<file path="src/rtl/data_mem_ctrl_pkg.sv">
// Shared definitions for the data-memory controller and the datapath that drives it.
// Holds the controller state encoding and the default bus timeout.
package data_mem_ctrl_pkg;

   localparam int unsigned TIMEOUT_DEFAULT = 16;

   typedef enum logic [1:0] {
      StIdle = 2'd0,
      StBusy = 2'd1,
      StDone = 2'd2
   } state_e;

endpackage

</file>
<file path="src/rtl/data_mem_ctrl_bus_timer.sv">
// Saturating counter of BUSY cycles without a bus acknowledge.
// o_expired is high on the last permitted cycle, which is when the count equals TIMEOUT-1.
module data_mem_ctrl_bus_timer #(
   parameter int unsigned TIMEOUT = 16
) (
   input  logic i_clk,
   input  logic i_rst_n,
   input  logic i_clr,
   input  logic i_en,
   output logic o_expired
);

   localparam int unsigned TW = $clog2(TIMEOUT + 1);

   logic [TW-1:0] r_cnt;

   // Holds at TIMEOUT so a stuck enable can never wrap back to zero.
   always_ff @(posedge i_clk or negedge i_rst_n) begin
      if (!i_rst_n) begin
         r_cnt <= '0;
      end else if (i_clr) begin
         r_cnt <= '0;
      end else if (i_en && (r_cnt != TW'(TIMEOUT))) begin
         r_cnt <= r_cnt + 1'b1;
      end
   end

   assign o_expired = (r_cnt == TW'(TIMEOUT - 1));

endmodule

</file>
<file path="src/rtl/data_mem_ctrl.sv">
// Data-memory controller: turns datapath load/store requests into single registered bus
// transactions, stalling the datapath until the bus completes, times out or rejects a misalignment.
module data_mem_ctrl
   import data_mem_ctrl_pkg::*;
#(
   parameter int unsigned TIMEOUT = TIMEOUT_DEFAULT
) (
   input  logic        i_clk,
   input  logic        i_cpu_rst_n,
   input  logic        i_cpu_en,
   input  logic        i_mem_ren,
   input  logic        i_mem_wen,
   input  logic [31:0] i_mem_addr,
   input  logic [31:0] i_mem_dout,
   output logic [31:0] o_mem_din,
   output logic        o_mem_stall,
   output logic        o_bus_req,
   output logic        o_bus_we,
   output logic [31:0] o_bus_addr,
   output logic [31:0] o_bus_wdata,
   input  logic        i_bus_ack,
   input  logic [31:0] i_bus_rdata,
   output logic        o_err_misalign,
   output logic        o_err_timeout
);

   state_e      r_state;
   logic [31:0] r_rdata;
   logic        w_start;
   logic        w_misalign;
   logic        w_timer_en;
   logic        w_expired;

   assign w_start    = (r_state == StIdle) && i_cpu_en && (i_mem_ren || i_mem_wen);
   assign w_misalign = (i_mem_addr[1:0] != 2'b00);
   assign w_timer_en = (r_state == StBusy) && !i_bus_ack;

   assign o_mem_stall = w_start || (r_state == StBusy);
   assign o_mem_din   = r_rdata;

   data_mem_ctrl_bus_timer #(
      .TIMEOUT (TIMEOUT)
   ) u_bus_timer (
      .i_clk     (i_clk),
      .i_rst_n   (i_cpu_rst_n),
      .i_clr     (w_start),
      .i_en      (w_timer_en),
      .o_expired (w_expired)
   );

   always_ff @(posedge i_clk or negedge i_cpu_rst_n) begin
      if (!i_cpu_rst_n) begin
         r_state        <= StIdle;
         r_rdata        <= '0;
         o_bus_req      <= 1'b0;
         o_bus_we       <= 1'b0;
         o_bus_addr     <= '0;
         o_bus_wdata    <= '0;
         o_err_misalign <= 1'b0;
         o_err_timeout  <= 1'b0;
      end else begin
         case (r_state)
            StIdle: begin
               if (w_start) begin
                  if (w_misalign) begin
                     o_err_misalign <= 1'b1;
                     r_rdata        <= '0;
                     r_state        <= StDone;
                  end else begin
                     // A simultaneous load and store request resolves to a store.
                     o_bus_req   <= 1'b1;
                     o_bus_we    <= i_mem_wen;
                     o_bus_addr  <= {i_mem_addr[31:2], 2'b00};
                     o_bus_wdata <= i_mem_dout;
                     r_state     <= StBusy;
                  end
               end
            end
            StBusy: begin
               // Ack is tested first so it wins over a coincident timeout.
               if (i_bus_ack) begin
                  if (!o_bus_we) begin
                     r_rdata <= i_bus_rdata;
                  end
                  o_bus_req <= 1'b0;
                  r_state   <= StDone;
               end else if (w_expired) begin
                  o_bus_req     <= 1'b0;
                  o_err_timeout <= 1'b1;
                  r_rdata       <= '0;
                  r_state       <= StDone;
               end
            end
            StDone: begin
               r_state <= StIdle;
            end
            default: begin
               r_state <= StIdle;
            end
         endcase
      end
   end

endmodule
</file>
<file path="config.mk">
export PLATFORM = sky130hd
export DESIGN_NAME = data_mem_ctrl
export DESIGN_NICKNAME = d
export VERILOG_FILES = /design/src/rtl/data_mem_ctrl_pkg.sv /design/src/rtl/data_mem_ctrl_bus_timer.sv /design/src/rtl/data_mem_ctrl.sv
export SDC_FILE = /design/constraint.sdc
export NUM_CORES = 1
export LEC_CHECK = 0
export CORE_MARGIN = 2
export CORE_UTILIZATION = 39
export CTS_BUF_LIST = sky130_fd_sc_hd__clkbuf_4 sky130_fd_sc_hd__clkbuf_8
export DETAILED_ROUTE_END_ITERATION = 8
export GPL_ROUTABILITY_DRIVEN = 0
export PLACE_DENSITY = 0.8
export SKIP_LAST_GASP = 1
export SYNTH_ARGS = -nofsm -noshare
export SYNTH_HDL_FRONTEND = slang
export SYNTH_SLANG_ARGS = --single-unit
</file>
<file path="constraint.sdc">
create_clock -name i_clk -period 2 [get_ports i_clk]
set_clock_uncertainty 0.15 [all_clocks]
set_input_delay 0.6 -clock i_clk [delete_from_list [all_inputs] [get_ports i_clk]]
set_output_delay 0.6 -clock i_clk [all_outputs]
set_load 0.005 [all_outputs]
</file>
; Word level (Yosys, flattened, before mapping)
; Cells that the tools add are included.
[op_classes]
eq_ne = 8
n_mux = 18
add_sub_neg = 1
reduce_logical = 17
bitwise_logic = 2
[op_table]
columns = cell, n
row1 = 2-to-1 mux 32 bit, 5
row2 = case mux 32 bit (2 select lines), 1
row3 = 2-to-1 mux 5 bit, 2
row4 = AND reduction 3 bit, 3
row5 = 2-to-1 mux 2 bit, 4
row6 = "inequality test 2 bit, second input constant", 3
row7 = nonzero test 2 bit, 3
row8 = "adder 5 x 1 -> 5 bit, second input constant", 1
row9 = "equality test 5 x 4 -> 1 bit, second input constant", 1
row10 = "inequality test 5 bit, second input constant", 1
row11 = AND reduction 5 bit, 1
row12 = logical AND 1 bit, 4
row13 = 2-to-1 mux 1 bit, 4
row14 = case mux 2 bit (2 select lines), 1
row15 = AND reduction 4 bit, 1
row16 = "inequality test 3 x 2 -> 1 bit, second input constant", 1
row17 = "inequality test 3 bit, second input constant", 1
row18 = "equality test 2 x 1 -> 1 bit, second input constant", 1
row19 = zero test 2 bit, 1
row20 = logical OR 1 bit, 2
row21 = NOT 1 bit, 2
row22 = case mux 1 bit (2 select lines), 1
row23 = AND reduction 2 bit, 1
row24 = zero test 1 bit, 1
[totals]
wordCells = 55
register_bits = 105
out_inout_bits = 101

; Depth between registers and ports, before layout
; Gate-level depths: netlist of the first run.
[depth]
depth_word = 5
ltp_mapped = 7

; Hierarchy
; From an unflattened synthesis of the first run, not the netlist that was laid out.
[unflattened]
cells_unflattened = 298
hier_area_um2 = 4633.2
[by_module_without_submodules]
columns = module, seq_area_each_um2, cells_each, n_inst, area_per_inst_um2
row1 = data_mem_ctrl, 2502.4, 269, 1, 4332.9
row2 = data_mem_ctrl_bus_timer, 125.1, 29, 1, 300.3

; Least setup slack after synthesis of the first run
; No wires, ideal clock.
[synth_timing]
path_kind = register to register
from = register u_bus_timer.r_cnt[0]
to = register r_rdata[0] (netlist: o_mem_din[0])
period_less_slack_ns = 1.962
arrival_ns = 1.688
setup_slack_ns = 0.038
stages_incl_launch_ff = 8
n_path_buf = 1
path_cell_list = dfrtp_1 ha_1 and3_1 ha_1 nor3b_1 nor4_4 buf_6 mux2i_1
[synth_between]
elab_chain_cells = 3
[synth_lines]
columns = item, line
row1 = from (decl), data_mem_ctrl_bus_timer.sv:15  ; logic [TW-1:0] r_cnt;
row2 = from (signal assigned), data_mem_ctrl_bus_timer.sv:24  ; r_cnt <= r_cnt + 1'b1;
row3 = equality test 5 x 4 -> 1 bit, data_mem_ctrl_bus_timer.sv:28  ; assign o_expired = (r_cnt == TW'(TIMEOUT - 1));
row4 = inequality test 3 x 2 -> 1 bit (no line), --
row5 = AND reduction 5 bit (no line), --
row6 = to (signal assigned), data_mem_ctrl.sv:83  ; r_rdata <= i_bus_rdata;
row7 = to (decl), data_mem_ctrl.sv:28  ; logic [31:0] r_rdata;
; No other way between the ends.
; A chain may end at the register's enable or synchronous reset.

; Worst setup path after layout of the first run
[layout_timing]
from = register u_bus_timer.r_cnt[1]
to = register r_rdata[27] (netlist: o_mem_din[27])
; The elaborated chain is that of the path after synthesis.

==> results_dict.tcl, run 1 <==
set metrics [dict create \
    endpoint_kind "flip-flop" \
    dp_cells 671 \
    critPathBufInv 2 \
    grt_pass1_wl_um 16600 \
    crit_path_start_kind "flip-flop" \
    area_growth_syn_to_layout_pct 60.5 \
    fin_crit_sh_pct 99.1 \
    cts_root_buffer "clkbuf_8" \
    grt_use_total_pct 17.7 \
    num_vias 3338 \
    grt_overflow 0 \
    arrival_ps 2110 \
    row_count 38 \
    core-area_mm2 0.0109 \
    yosys-top-cells-area "dfrtp_1, mux2_2, mux2i_1" \
    drv_slew 0 \
    grt_pass1_vias 3465 \
    drtIter0Drc 105 \
    ios 203 \
    drtPass1Iterations 4 \
    avgViaCountPerCell 4.71 \
    synth_cell_type_count 37 \
    hold_buffers 0 \
    worstSetupPathType "flip-flop to flip-flop" \
    numCtsBuffers 9 \
    final_cells 709 \
    p_per_area_mw_per_mm2 1030 \
    synthArstFlopShare_pct 100 \
    diodes 0 \
    ys_seq_area_share_pct 59.7 \
    syn-cell-area_mm2 0.00440 \
    tightest_slew_ps 562 \
    multi_input_area_mm2 0.00155 \
    setup_violations 0 \
    fill_cells 854 \
    critPathMaxFanout 8 \
    hpwl_um 7910 \
    synth_top_area_share_pct 59.7 \
    grt_antenna_before_repair 0 \
    syn_inst 329 \
    synth_top_area_cell "dfrtp_1" \
    rsz0062_at_grt "true" \
    drive_above_1_share_pct 21.6 \
    dieHeight_um 110 \
    clockBufferDepth 2 \
    crit_slowest_cell "dfrtp_1" \
    crit_chain "ha_2, and3_4, ha_4, nor3b_4, nor4_4, buf_4, clkbuf_16, mux2i_1" \
    die_w_um 110 \
    synth_most_common_cell "dfrtp_1" \
    min_path_type "primary input to async pin" \
    grt_max_degree 106 \
    fin_hold_ws_ps 137 \
    crit_required_ps 2130 \
    wl_per_cell_um 15.7 \
    drv_cap 0 \
    synth-seq-cells 105 \
    hold_violations 0 \
    regArea_mm2 0.00263 \
    critPathMaxStageDelay_ps 400 \
    avgSynthCellArea_um2 13.4 \
    port_buffers 200 \
    synth-edff-count 0 \
    period_needed_ps 1980 \
    p_leak_nw 3.64 \
    ir_drop_mv 0.649 \
    clock.fmax_ghz 0.505 \
    setup_slack_ps 18.4 \
    ant_nets 0 \
    cts_tree "yes" \
    drt_wl_total_um 11100 \
    drc 0 \
    pre_cts_ws_ps -841 \
    worstSkewPairLatency_ps 370 \
    cts.htree.levels 3 \
    status "finished, final reports clean" \
    yosys_warnings 0 \
    cts_sinks 105 \
    synthTopCellsByCount "dfrtp_1, mux2_2, inv_1" \
    slew_headroom_pct 62.5 \
    clk_pin_slew_ps 100 \
    start_util_pct 40.3 \
    path_delay_family "simple AND/OR/NAND/NOR gates" \
    synth-main-ff-cell "dfrtp_1" \
    nNetsFinal 669 \
    die-area_mm2 0.0122 \
]
what timing repair did:
action	in CTS	in global routing
resized for setup	84	45
setup buffers	13	7
setup endpoints to repair	116	64
pin swaps	2	5
cloned	0	3
stage by stage:
step	power [mW]	cell area [um2]	setup TNS (ps)	util, %
2_1_floorplan	4.30	4410	0	-
3_3_place_gp	6.13	6620	-38640	60.6
3_5_place_dp	6.25	6620	-41320	60.6
4_1_cts	7.34	6860	-70.8	62.7
5_1_grt	7.76	7070	-1510	64.6
6_report	7.31	7070	0	64.6
worst paths after layout:
| kind | end | start | slack (ps) | cells past startpoint |
|---|---|---|---|---|
| worst max-delay path | o_mem_din[27]$_DFFE_PN0P_ | u_bus_timer.r_cnt[1]$_DFFE_PN0P_ | 20 | 8 |
| worst min-delay path | o_bus_addr[12]$_DFFE_PN0P_ | i_cpu_rst_n | 140 | 2 |
| min in group i_clk | o_err_timeout$_DFFE_PN0P_ | o_err_timeout$_DFFE_PN0P_ | 310 | 1 |
| max in group asynchronous | o_mem_din[8]$_DFFE_PN0P_ | i_cpu_rst_n | 1130 | 2 |
| worst min register to register | o_err_timeout$_DFFE_PN0P_ | o_err_timeout$_DFFE_PN0P_ | 310 | 1 |
| worst max register to register | o_mem_din[27]$_DFFE_PN0P_ | u_bus_timer.r_cnt[1]$_DFFE_PN0P_ | 20 | 8 |
logic make-up (layout without fill, tap and decap cells):
group	count (synthesis)	after routing	share of synthesized area [%]
flops	105	105	59.7
xor+xnor	3	3	0.597
compound gates	14	14	1.99
buf+inv	52	291	6.25
fa+ha+maj	3	3	0.853
simple gates	56	56	6.48
mux	95	95	24.1
other cells	1	2	0.0852
cell usage in the layout (no fill, tap or decap), drive strengths merged, types with 2 or more instances in the layout:
cell,netlist,final
mux2i,32,32
xor2,2,2
nand3,2,2
a21oi,4,4
dlygate4sd2,0,68
clkinv,0,4
inv,35,36
clkbuf,4,12
buf,13,42
nor2,8,8
dlymetal6s2s,0,31
o21ai,4,4
clkdlybuf4s50,0,96
nand2,35,35
nor3b,2,2
dfrtp,105,105
mux2,63,63
conb,1,2
ha,3,3
registers in the layout, summed over array words and instances, names as in the netlist, 2 cells and up:
signal             flops
o_bus_addr            30
r_state                2
u_bus_timer.r_cnt      5
o_mem_din             32
o_bus_wdata           32
power breakdown:
part	switching, mW	total [mW]	leakage [nW]	internal (mW)
clock	0.742	1.36	0.107	0.618
combinational	0.981	2.77	2.21	1.79
sequential	0.340	3.18	1.33	2.84
total	2.06	7.31	3.64	5.24
area by class of cell:
type / count / area share [%]
tap: 140 / 2.48
sequential: 105 / 37.2
clock buffer: 10 / 1.95
timing repair buffer: 240 / 33.6
multi-input combinational: 173 / 22.0
clock inverter: 6 / 0.938
inverter: 35 / 1.86
worst reg2reg max path, stage by stage (launching register included):
cell       delay (ps)
dfrtp_1           400
ha_2              190
and3_4            180
ha_4              160
nor3b_4           250
nor4_4             60
buf_4             150
clkbuf_16         160
mux2i_1           190
layer usage:
metal / vias up / routed length [um] / GRT usage (%)
li1: 1553 / - / -
met1: 1646 / 4330 / 20.5
met2: 126 / 5730 / 30.6
met3: 13 / 878 / 5.58
met4: 0 / 159 / 6.96
met5: - / 0 / 0
No activity file was read; power rests on OpenSTA's default activity.
==> inputs of run 2 (changes only) <==
- PLACE_DENSITY: 0.8 -> 0.79
- SYNTH_HIERARCHICAL: unset -> 1
==> run 2 against run 1 <==
Net effect:
- the run now ends with design-rule violations, negative setup slack left
- critical path depth unchanged
- wire length up 9.0%
- area after synthesis increased by 5.2%
- flip-flop and latch count stayed put
- via count rose by 3.3%
- highest routed layer unchanged
==> results_dict.tcl, run 2 <==
set metrics [dict create \
    status "finished with violations" \
    violations "design-rule violations, negative setup slack" \
    fin_crit_sh_pct 101 \
    endpoint_kind "flip-flop" \
    row_count 39 \
    synth-seq-cells 105 \
    grt_pass1_vias 3683 \
    synth-edff-count 0 \
    clk_pin_slew_ps 100 \
    num_vias 3447 \
    fin_setup_tns_ps -60.7 \
    wl_per_cell_um 16.9 \
    cts_tree "yes" \
    ant_nets 0 \
    cts.htree.levels 3 \
    design_area_mm2 0.00754 \
    worstSkewPairLatency_ps 380 \
    cts_root_buffer "clkbuf_8" \
    rsz0062_at_grt "true" \
    grt_overflow 0 \
    ir_drop_mv 0.602 \
    critPathMaxStageDelay_ps 400 \
    synth_top_family_by_area "multiplexers" \
    nNetsFinal 672 \
    synthSimpleGateAreaFrac_pct 2.73 \
    p_leak_nw 3.80 \
    core-area_mm2 0.0115 \
    clock.fmax_ghz 0.496 \
    multi_input_area_mm2 0.00189 \
    arrival_ps 2180 \
    crit_path_start_kind "flip-flop" \
    synth_cell_type_count 36 \
    critPathBufInv 2 \
    total_power_mw 6.70 \
    cts_sinks 105 \
    slew_headroom_pct 64.0 \
    die_w_um 113 \
    numCtsBuffers 9 \
    grt_max_degree 34 \
    setup_slack_ps -14.2 \
    drv_slew 0 \
    avgSynthCellArea_um2 15.5 \
    synth_most_common_cell "dfrtp_1" \
    drv_cap 0 \
    regArea_mm2 0.00263 \
    seq_power_share_pct 42.6 \
    clockBufferDepth 2 \
    area_growth_syn_to_layout_pct 62.7 \
    syn-cell-area_mm2 0.00463 \
    fill_cells 890 \
    final_cells 715 \
    diodes 0 \
    synthArstFlopShare_pct 100 \
    power.share.clock_pct 22.0 \
    synthTopCellsByCount "dfrtp_1, mux2_4, mux2i_1" \
    p_sw_share_pct 27.3 \
    grt_use_total_pct 19.4 \
    drtPass1Iterations 6 \
    grt_antenna_before_repair 0 \
    dp_cells 647 \
    avgViaCountPerCell 4.82 \
    ios 203 \
    synth.area.mux_share_pct 26.4 \
    setup_violations 9 \
    hold_violations 0 \
    drive_above_1_share_pct 31.1 \
    synth-compound-area-share_pct 9.02 \
    start_util_pct 40.2 \
    period_needed_ps 2010 \
    yosys-top-cells-area "dfrtp_1, mux2_4, mux2i_1" \
    critPathMaxFanout 7 \
    p_comb_share_pct 35.4 \
    synth-main-ff-cell "dfrtp_1" \
    worstSetupPathType "flip-flop to flip-flop" \
    postLayoutCoreUtil_pct 65.4 \
    port_buffers 200 \
    die-area_mm2 0.0128 \
    ys_seq_area_share_pct 56.7 \
    hpwl_um 8490 \
    grt_pass1_wl_um 19300 \
    path_delay_family "simple AND/OR/NAND/NOR gates" \
    dieHeight_um 113 \
    synth_top_area_cell "dfrtp_1" \
    final_common_cell "dfrtp_1" \
    drtIter0Drc 181 \
    crit_slowest_cell "dfrtp_1" \
    min_path_type "primary input to flip-flop" \
    drt_wl_total_um 12100 \
    crit_required_ps 2160 \
    dpl_cell_area_mm2 0.00694 \
    synth_top_area_share_pct 56.7 \
    synthXorXnorAreaFrac_pct 0.189 \
    syn_inst 298 \
    synthAdderAreaFrac_pct 0.810 \
    yosys_warnings 6 \
    mostFrequentLayoutCells "dfrtp_1, dlygate4sd2_1, clkdlybuf4s50_1, buf_4, mux2_4" \
    drc 13 \
    tightest_slew_ps 540 \
    internal-power_mw 4.87 \
    switchingPower_mw 1.83 \
    p_per_area_mw_per_mm2 889 \
    crit_chain "ha_2, and3_4, ha_4, or2_4, a32oi_4, buf_12, clkbuf_16, o2bb2ai_1" \
]
run 2: cell count changes in the layout (fill, tap and decap cells not counted), moves of 27 or more:
cell / previous run / this run
dlymetal6s2s_1: 31 / 0
inv_1: 35 / 8
nand2_1: 34 / 3
mux2_4: 8 / 49
buf_4: 34 / 64
mux2_2: 43 / 15
dlygate4sd2_1: 68 / 99
run 2: per-stage QoR:
| step | hold WS [ps] | worst slack [ps] |
|---|---|---|
| 2_1_floorplan | 154 | 2.81 |
| 3_3_place_gp | 296 | -591 |
| 3_5_place_dp | 302 | -593 |
| 4_1_cts | 324 | -62.9 |
| 5_1_grt | 290 | -60.3 |
| 6_report | 312 | -14.2 |
run 2: routing by layer:
layer / up-vias / wire length (um) / track usage [%]
met5: - / 0 / 0
met4: 0 / 226 / 6.42
met3: 16 / 797 / 6.70
met2: 113 / 6360 / 34.3
met1: 1705 / 4730 / 22.1
li1: 1613 / - / -
run 2: final timing paths:
kind | slack, ps | endpoint | start | cells after the start
setup / recovery | -10 | o_mem_din[10]$_DFFE_PN0P_ | u_bus_timer/r_cnt[0]$_DFFE_PN0P_ | 8
hold / removal | 310 | o_bus_we$_DFFE_PN0P_ | i_mem_wen | 2
setup reg to reg | -10 | o_mem_din[10]$_DFFE_PN0P_ | u_bus_timer/r_cnt[0]$_DFFE_PN0P_ | 8
hold reg to reg | 320 | o_err_timeout$_DFFE_PN0P_ | o_err_timeout$_DFFE_PN0P_ | 1
max in group asynchronous | 630 | o_bus_wdata[30]$_DFFE_PN0P_ | i_cpu_rst_n | 3
min in group asynchronous | 540 | o_bus_wdata[20]$_DFFE_PN0P_ | i_cpu_rst_n | 2
run 2: repair_timing:
item | in CTS | in global routing
endpoints found under the hold margin | 27 | 0
resized for setup | 107 | 11
pin swaps | 2 | 6
hold buffers | 1 | 0
buffers inserted | 42 | 6
setup endpoints to repair | 131 | 33
gates cloned | 0 | 3
run 2: cell type report:
class                      instances  share of cell area, %
multi-input combinational        167                   25.1
tap                              143                   2.37
clock inverter                     6                   1.21
sequential                       105                   34.9
inverter                           8                  0.398
clock buffer                      10                   1.74
timing repair buffer             276                   34.3
run 2: logic make-up (layout without fill, tap and decap cells):
| logic type | after synthesis | after routing |
|---|---|---|
| AND/OR/NAND/NOR | 22 | 22 |
| XOR/XNOR | 1 | 1 |
| adder cells (fa/ha/maj) | 3 | 3 |
| other | 1 | 2 |
| AO/OA/AOI/OAI | 43 | 43 |
| multiplexers | 96 | 96 |
| buffers and inverters | 27 | 300 |
| flip-flops | 105 | 105 |
run 2: power by group through the flow:
stage | sequential (mW) | combinational (mW) | clock, mW
after floorplan | 2.94 | 0.970 | 0
final | 2.86 | 2.37 | 1.47
after detailed placement | 2.93 | 2.43 | 0
after global placement | 2.91 | 2.38 | 0
after global routing | 2.93 | 2.54 | 1.60
after CTS | 2.85 | 2.32 | 1.54
